==> config.mk <==
export PLATFORM = sky130hd
export DESIGN_NAME = uart_rx_fifo_param
export DESIGN_NICKNAME = d
export VERILOG_FILES = /design/src/rtl/uart_pkg.sv /design/src/rtl/uart_rx_sync_fifo.sv /design/src/rtl/uart_rx_fifo_param.sv
export SDC_FILE = /design/constraint.sdc
export NUM_CORES = 1
export LEC_CHECK = 0
export BUFFER_PORTS_ARGS = -buffer_cell sky130_fd_sc_hd__buf_2
export CAP_MARGIN = 20
export CORE_MARGIN = 8
export CORE_UTILIZATION = 40
export CTS_CLUSTER_DIAMETER = 30
export CTS_CLUSTER_SIZE = 25
export DETAILED_ROUTE_END_ITERATION = 8
export RECOVER_POWER = 25
export SYNTH_ARGS = -nofsm -noshare
export SYNTH_HDL_FRONTEND = slang
export SYNTH_HIERARCHICAL = 1
export SYNTH_SLANG_ARGS = --single-unit
==> constraint.sdc <==
create_clock -name clk -period 4.6 [get_ports clk]
set_clock_uncertainty 0.1 [all_clocks]
set_input_delay 1.15 -clock clk [delete_from_list [all_inputs] [get_ports clk]]
set_output_delay 1.15 -clock clk [all_outputs]
set_load 0.1 [all_outputs]
==> src/rtl/uart_pkg.sv <==
// Shared definitions for the parametrised UART receiver: parity encodings,
// receiver FSM states and the baud-period helper.
package uart_pkg;

  localparam int PARITY_NONE = 0;
  localparam int PARITY_ODD  = 1;
  localparam int PARITY_EVEN = 2;

  typedef enum logic [2:0] {
    S_IDLE,
    S_START,
    S_DATA,
    S_PARITY,
    S_STOP,
    S_BREAK
  } rx_state_e;

  // System clocks per serial bit.
  function automatic int baud_cycle(input int clk_fre_mhz, input int baud);
    return clk_fre_mhz * 1000000 / baud;
  endfunction

endpackage

==> src/rtl/uart_rx_sync_fifo.sv <==
// Synchronous FIFO for received words. When empty, the output holds the last
// popped word (0 after reset).
module uart_rx_sync_fifo #(
  parameter int W     = 10,
  parameter int DEPTH = 16
) (
  input  logic         clk,
  input  logic         rst,
  input  logic         i_push,
  input  logic [W-1:0] i_din,
  input  logic         i_pop,
  output logic [W-1:0] o_dout,
  output logic         o_full,
  output logic         o_empty
);
  localparam int AW = $clog2(DEPTH);

  logic [W-1:0]  r_mem [DEPTH];
  logic [AW-1:0] r_wr, r_rd;
  logic [AW:0]   r_cnt;
  logic [W-1:0]  r_last;
  logic          w_pop, w_push;

  assign o_full  = (r_cnt == (AW+1)'(DEPTH));
  assign o_empty = (r_cnt == '0);
  assign w_pop   = i_pop & ~o_empty;
  // A pop in the same cycle frees the slot, so a push into a full FIFO still lands.
  assign w_push  = i_push & (~o_full | w_pop);
  assign o_dout  = o_empty ? r_last : r_mem[r_rd];

  always_ff @(posedge clk) begin
    if (w_push) r_mem[r_wr] <= i_din;
  end

  always_ff @(posedge clk) begin
    if (rst) begin
      r_wr   <= '0;
      r_rd   <= '0;
      r_cnt  <= '0;
      r_last <= '0;
    end else begin
      if (w_push) r_wr <= r_wr + 1'b1;
      if (w_pop) begin
        r_rd   <= r_rd + 1'b1;
        r_last <= r_mem[r_rd];
      end
      case ({w_push, w_pop})
        2'b10:   r_cnt <= r_cnt + 1'b1;
        2'b01:   r_cnt <= r_cnt - 1'b1;
        default: r_cnt <= r_cnt;
      endcase
    end
  end

endmodule

==> src/rtl/uart_rx_fifo_param.sv <==
// Parametrised UART receiver with per-word parity/framing flags and an output FIFO.
// Define UART_RX_MAJORITY_EN for 2-of-3 voting around each bit centre.
module uart_rx_fifo_param
  import uart_pkg::*;
#(
  parameter int CLK_FRE    = 50,
  parameter int BAUD_RATE  = 115200,
  parameter int DATA_BITS  = 8,
  parameter int PARITY     = 0,
  parameter int STOP_BITS  = 1,
  parameter int FIFO_DEPTH = 16
) (
  input  logic                 clk,
  input  logic                 rst,
  input  logic                 rx_pin,
  output logic [DATA_BITS-1:0] rx_data,
  output logic                 rx_perr,
  output logic                 rx_ferr,
  output logic                 rx_data_valid,
  input  logic                 rx_data_ready,
  output logic                 rx_overrun,
  output logic                 rx_busy
);
  localparam int          CYCLE       = baud_cycle(CLK_FRE, BAUD_RATE);
  localparam logic [15:0] C_MID       = 16'(CYCLE/2 - 1);
  localparam logic [15:0] C_END       = 16'(CYCLE - 1);
  localparam logic [3:0]  C_LAST_DATA = 4'(DATA_BITS - 1);
  localparam logic [3:0]  C_LAST_STOP = 4'(STOP_BITS - 1);
  localparam logic        C_ODD       = (PARITY == PARITY_ODD);

  rx_state_e            r_state, w_next;
  logic [1:0]           r_sync;
  logic                 r_rx_d;
  logic [15:0]          r_cnt;
  logic [3:0]           r_bit_cnt;
  logic [DATA_BITS-1:0] r_shift;
  logic                 r_perr, r_ferr;
  logic                 w_rx, w_fall, w_bit, w_mid, w_end, w_push, w_full, w_empty;

  assign w_rx   = r_sync[1];
  assign w_fall = r_rx_d & ~w_rx;
  assign w_mid  = (r_cnt == C_MID);
  assign w_end  = (r_cnt == C_END);

`ifdef UART_RX_MAJORITY_EN
  // At the decision cycle r_rx_d, w_rx and r_sync[0] hold the line at CYCLE/2-2, -1 and CYCLE/2.
  assign w_bit = (r_rx_d & w_rx) | (r_rx_d & r_sync[0]) | (w_rx & r_sync[0]);
`else
  assign w_bit = w_rx;
`endif

  always_ff @(posedge clk) begin
    if (rst) r_state <= S_IDLE;
    else     r_state <= w_next;
  end

  always_comb begin
    w_next = r_state;
    w_push = 1'b0;
    case (r_state)
      S_IDLE:   if (w_fall) w_next = S_START;
      S_START: begin
        if (w_mid && w_bit) w_next = S_IDLE;
        else if (w_end)     w_next = S_DATA;
      end
      S_DATA:   if (w_end && r_bit_cnt == C_LAST_DATA)
                  w_next = (PARITY == PARITY_NONE) ? S_STOP : S_PARITY;
      S_PARITY: if (w_end) w_next = S_STOP;
      S_STOP: begin
        // Leave at the last stop bit's centre so a back-to-back start edge is not missed.
        if (w_mid && r_bit_cnt == C_LAST_STOP) begin
          w_push = 1'b1;
          w_next = w_bit ? S_IDLE : S_BREAK;
        end
      end
      S_BREAK:  if (w_rx) w_next = S_IDLE;
      default:  w_next = S_IDLE;
    endcase
  end

  always_ff @(posedge clk) begin
    if (rst) begin
      r_sync    <= 2'b11;
      r_rx_d    <= 1'b1;
      r_cnt     <= '0;
      r_bit_cnt <= '0;
      r_shift   <= '0;
      r_perr    <= 1'b0;
      r_ferr    <= 1'b0;
    end else begin
      r_sync <= {r_sync[0], rx_pin};
      r_rx_d <= w_rx;
      if (r_state == S_IDLE || r_state == S_BREAK || w_next != r_state || w_end)
        r_cnt <= '0;
      else
        r_cnt <= r_cnt + 16'd1;
      if (w_next != r_state) r_bit_cnt <= '0;
      else if (w_end)        r_bit_cnt <= r_bit_cnt + 4'd1;
      if (r_state == S_START) begin
        r_perr <= 1'b0;
        r_ferr <= 1'b0;
      end
      if (r_state == S_DATA && w_mid)   r_shift <= {w_bit, r_shift[DATA_BITS-1:1]};
      if (r_state == S_PARITY && w_mid) r_perr  <= ^r_shift ^ w_bit ^ C_ODD;
      if (r_state == S_STOP && w_mid && !w_bit) r_ferr <= 1'b1;
    end
  end

  uart_rx_sync_fifo #(
    .W     (DATA_BITS + 2),
    .DEPTH (FIFO_DEPTH)
  ) u_fifo (
    .clk     (clk),
    .rst     (rst),
    .i_push  (w_push),
    .i_din   ({r_ferr | ~w_bit, r_perr, r_shift}),
    .i_pop   (rx_data_ready),
    .o_dout  ({rx_ferr, rx_perr, rx_data}),
    .o_full  (w_full),
    .o_empty (w_empty)
  );

  assign rx_data_valid = ~w_empty;
  assign rx_overrun    = w_push & w_full & ~rx_data_ready;
  assign rx_busy       = (r_state != S_IDLE);

endmodule

==> summary by stage <==
Outcome
The flow ran to the end, and the final reports show no timing, DRC or antenna violations.

Synth
The post-synthesis cell area is about 0.0095 mm^2. The number of nets handed over by synthesis was 652. The most used flip-flop cell after synthesis is sky130_fd_sc_hd__edfxtp_1.

The proportion of synthesized flip-flops having asynchronous set or reset is 0. After synthesis, the mean cell area works out to ~15 um^2. The synthesized design contains approximately 220 register bits. Sorting the synthesized cells by area gives the leading types as sky130_fd_sc_hd__edfxtp_1, sky130_fd_sc_hd__dfxtp_1, sky130_fd_sc_hd__mux4_2.

Of the total synthesized cell area, the portion taken by XOR and XNOR cells is 0.0319. The share of synthesized area in the top cell type comes to 0.506. Measured against the total synthesized area, the mux share comes to 0.153. Of the total synthesized cell area, the portion taken by full adders, half adders and majority gates is 0.0192. Yosys mapped a number of flops with a built-in enable equal to 160. After technology mapping, the gate count stands at between 600 and 700. The compound-cell area share of the yosys netlist came to 0.0278. The cell type with the largest total area after synthesis is sky130_fd_sc_hd__edfxtp_1.

The total number of yosys warnings is 6. The basic-gate share of the synthesized area counting and, or, nand and nor cells is 0.102. The main combinational cell family by area after synthesis is multiplexers. Yosys mapped the design onto between 60 and 70 distinct sky130hd cell types. The fraction of the yosys area taken by sequential cells is 0.639.

Floorplanning
The die is 170 um tall. For this design the top-level I/O count stands at 17. The standard cell core area is between 0.02 and 0.025 mm^2. The number of rows in the core area is 56. The floorplan step defined a die boundary enclosing roughly 0.029 mm^2. The starting density of the core is 0.406.

From left edge to right edge, the die measures between 150 and 200 um.

Timing
Setup violations remaining at the end of the flow were counted as 0. The number of hold violations in the final report is 0. The total negative slack for setup checks is 0 ns. The number of slew-limit violations in the final report is 0. The final worst slack is 0.383 ns.

The final cycle utilization of the critical path is 0.917. For the pin with the worst max-slew slack, the measured transition is roughly 0.76 ns. The worst path in the final design needs a cycle of between 4 and 5 ns, including I/O delays and setup. Setup repair after global routing left no endpoint under its margin. The headroom to the max-slew limit is 0.496.

For this run, the top clock speed supported by timing is about 240 MHz.

Drt
The remaining routing DRC violations is 0. After detailed routing, the met3 layer carries roughly 740 um of wire. The first-pass iteration count of the detailed router is 6. The highest routing layer actually used is met4. Wire segments on met2 add up to around 9300 um in the final route.

The routed design has around 18000 um of wire. The first routing iteration left 299 violations. The average detailed-routed wire length per instance is 17.7 um. Summing over every cut layer, the via total after detailed routing is ~5200. The detailed router put a total of between 7000 and 8000 um of wire on met1. The detail route stage leaves a number of antenna-violating nets equal to 0.

The ratio of routed vias to standard cells is between 5 and 6.

Place
Timing analysis after detailed placement gives a worst setup slack of ~0.80 ns. In this run, placement finished with an instance count of slightly below 1000. The final weighted congestion in routability-driven placement is slightly below 0.8. Input and output buffers added on the ports amount to 16. The placement-stage cell area is 0.00994 mm^2. The HPWL after detailed placement is around 12000 um.

Power
The leakage power of the design is ~3.7 nW. Dividing total power by cell area gives a power density of around 550 mW/mm^2. The worst IR drop on VDD is slightly below 900 uV.

Clock tree
The maximum clock insertion buffer count is 3. The clock tree synthesis step divided the H-tree into 2 levels. The clock-pin slew on the worst setup and hold paths is approximately 0.05 ns. The root buffer cell chosen for the clock tree is sky130_fd_sc_hd__clkbuf_16. TritonCTS built the clock tree. The number of clock buffers inserted by TritonCTS is 39. The clock latency on the worst-skew pair is about 0.51 ns. In this run, post-CTS repair resized a total of 0 instances. For this design, the CTS-stage hold fixing added 0 buffers. The post-CTS repair timing setup buffer count is 0.

CTS saw roughly 220 sinks.

Finish
The repair_antennas step left the layout with diodes totalling 0. The share of final-layout standard cells stronger than drive strength 1 is 0.242. The final standard cell area without fillers is 0.0112 mm^2.

For this run, the number of standard cells in the final layout without fillers is between 1000 and 1500. The area growth from synthesis to layout is 17.8%. The library cells used most frequently in the layout, excluding fill and tap cells, are sky130_fd_sc_hd__edfxtp_1, sky130_fd_sc_hd__nor2_1, sky130_fd_sc_hd__dfxtp_1, sky130_fd_sc_hd__nand2_1, sky130_fd_sc_hd__mux2i_1.

After filler insertion, the fill cell instance count of the layout stands at between 2000 and 2500. For this run, the post-layout net count is ~700. The most frequent standard cell in the layout excluding fill and tap cells is sky130_fd_sc_hd__edfxtp_1.

Critical path
For the worst setup path, the data required time is 3.35 ns. The arrival time of data at the critical path endpoint is approximately 3.0 ns. The largest fanout on the critical path is 15. The delay of the slowest cell on the worst path is roughly 0.55 ns. The critical path goes through nor4bb_1, nor4b_2, and3_1, and3b_1, buf_2.

The worst setup path is launched from a register. The type of the worst setup path is reg -> out. For this design, the slowest cell found on the critical path is sky130_fd_sc_hd__dfxtp_1. The kind of capture point of the worst setup path is an output port.

Hold path
The path class of the tightest hold or removal check is reg -> reg.

Global routing
Entering global routing, the biggest net connects 42 pins. The via count of the first global-routing pass came to around 5600. The remaining global-route overflow is 0. In the global route stage, overall resource usage came out at 0.130.

The global-route wire length before repair is approximately 30000 um. The number of antenna violations at the first check in global routing is 0.

Run
Max-cap violations in this run came to 0.
-- kinds of logic after synthesis --
| family | after synthesis |
|---|---|
| flip-flops | 223 |
| AND/OR/NAND/NOR | 185 |
| multiplexers | 93 |
| buffers and inverters | 45 |
| AO/OA/AOI/OAI | 41 |
| XOR/XNOR | 33 |
| adder cells (fa/ha/maj) | 14 |
-- worst max-delay path, delay by kind of cell, from the launching register on --
| kind | cells | cell delay, ns |
|---|---|---|
| buffers and inverters | 1 | 0.42 |
| flip-flops | 1 | 0.55 |
| AND/OR/NAND/NOR | 4 | 1.48 |
-- path summary, 6_finish.rpt --
| check | startpoint | endpoint | slack, ns | cells after the start |
|---|---|---|---|---|
| hold / removal | r_sync[0]$_SDFF_PP1_ | r_sync[1]$_SDFF_PP1_ | 0.32 | 1 |
| setup / recovery | r_state[2]$_SDFF_PP0_ | rx_overrun | 0.38 | 5 |
| hold reg to reg | r_sync[0]$_SDFF_PP1_ | r_sync[1]$_SDFF_PP1_ | 0.32 | 1 |
| setup reg to reg | u_fifo/r_cnt[0]$_SDFFE_PP0P_ | u_fifo/r_cnt[4]$_SDFFE_PP0P_ | 1.08 | 10 |
-- power by group --
part | switching (mW) | internal, mW
sequential | 0.0503 | 2.18
clock | 0.936 | 1.76
combinational | 0.898 | 0.287
-- flip-flops by register name, summed over array words and instances (netlist names), named ones only --
signal         count
r_cnt             16
r_perr             1
r_bit_cnt          4
u_fifo/r_mem     160
r_shift            8
r_state            3
r_ferr             1
u_fifo/r_last     10
u_fifo/r_wr        4
r_sync             2
u_fifo/r_rd        4
r_rx_d             1
u_fifo/r_cnt       5
-- per-stage QoR --
| stage | total power [mW] | hold WS [ns] | utilization |
|---|---|---|---|
| after global routing | 6.33 | 0.340 | 0.478 |
| after detailed placement | 3.46 | 0.303 | 0.425 |
| after global placement | 3.44 | 0.301 | 0.425 |
| after floorplan | 3.29 | 0.289 | - |
| final | 6.12 | 0.320 | 0.478 |
| after CTS | 6.18 | 0.319 | 0.478 |
-- area by class of cell --
type                    count  area, um^2  share of cell area
clock buffers              50        1070              0.0956
multi-input cells         366        3180               0.284
well taps                 319         399              0.0357
flip-flops and latches    223        6070               0.542
inverters                  16        60.1             0.00537
clock inverters            18         179              0.0160
repair buffers             37         238              0.0212
-- layer usage --
metal | vias up | GRT usage
met5 | - | 0
met4 | 0 | 0.0496
met3 | 28 | 0.0269
met2 | 100 | 0.226
met1 | 2627 | 0.158
li1 | 2485 | -
-- cells in the mapped netlist, types with 5 or more instances --
master and count:
sky130_fd_sc_hd__inv_1 16, sky130_fd_sc_hd__dfxtp_1 63, sky130_fd_sc_hd__buf_4 7, sky130_fd_sc_hd__xor2_1 14
sky130_fd_sc_hd__a21oi_1 22, sky130_fd_sc_hd__nand2b_1 6, sky130_fd_sc_hd__ha_1 13, sky130_fd_sc_hd__nand2_1 47
sky130_fd_sc_hd__nand4_1 7, sky130_fd_sc_hd__nor3_1 13, sky130_fd_sc_hd__mux2_2 10, sky130_fd_sc_hd__edfxtp_1 160
sky130_fd_sc_hd__xnor2_1 18, sky130_fd_sc_hd__clkbuf_1 11, sky130_fd_sc_hd__mux4_2 40, sky130_fd_sc_hd__or2_2 5
sky130_fd_sc_hd__nand3_1 9, sky130_fd_sc_hd__nor2_1 64, sky130_fd_sc_hd__mux2i_1 42
(Power assumes the default switching activity.)
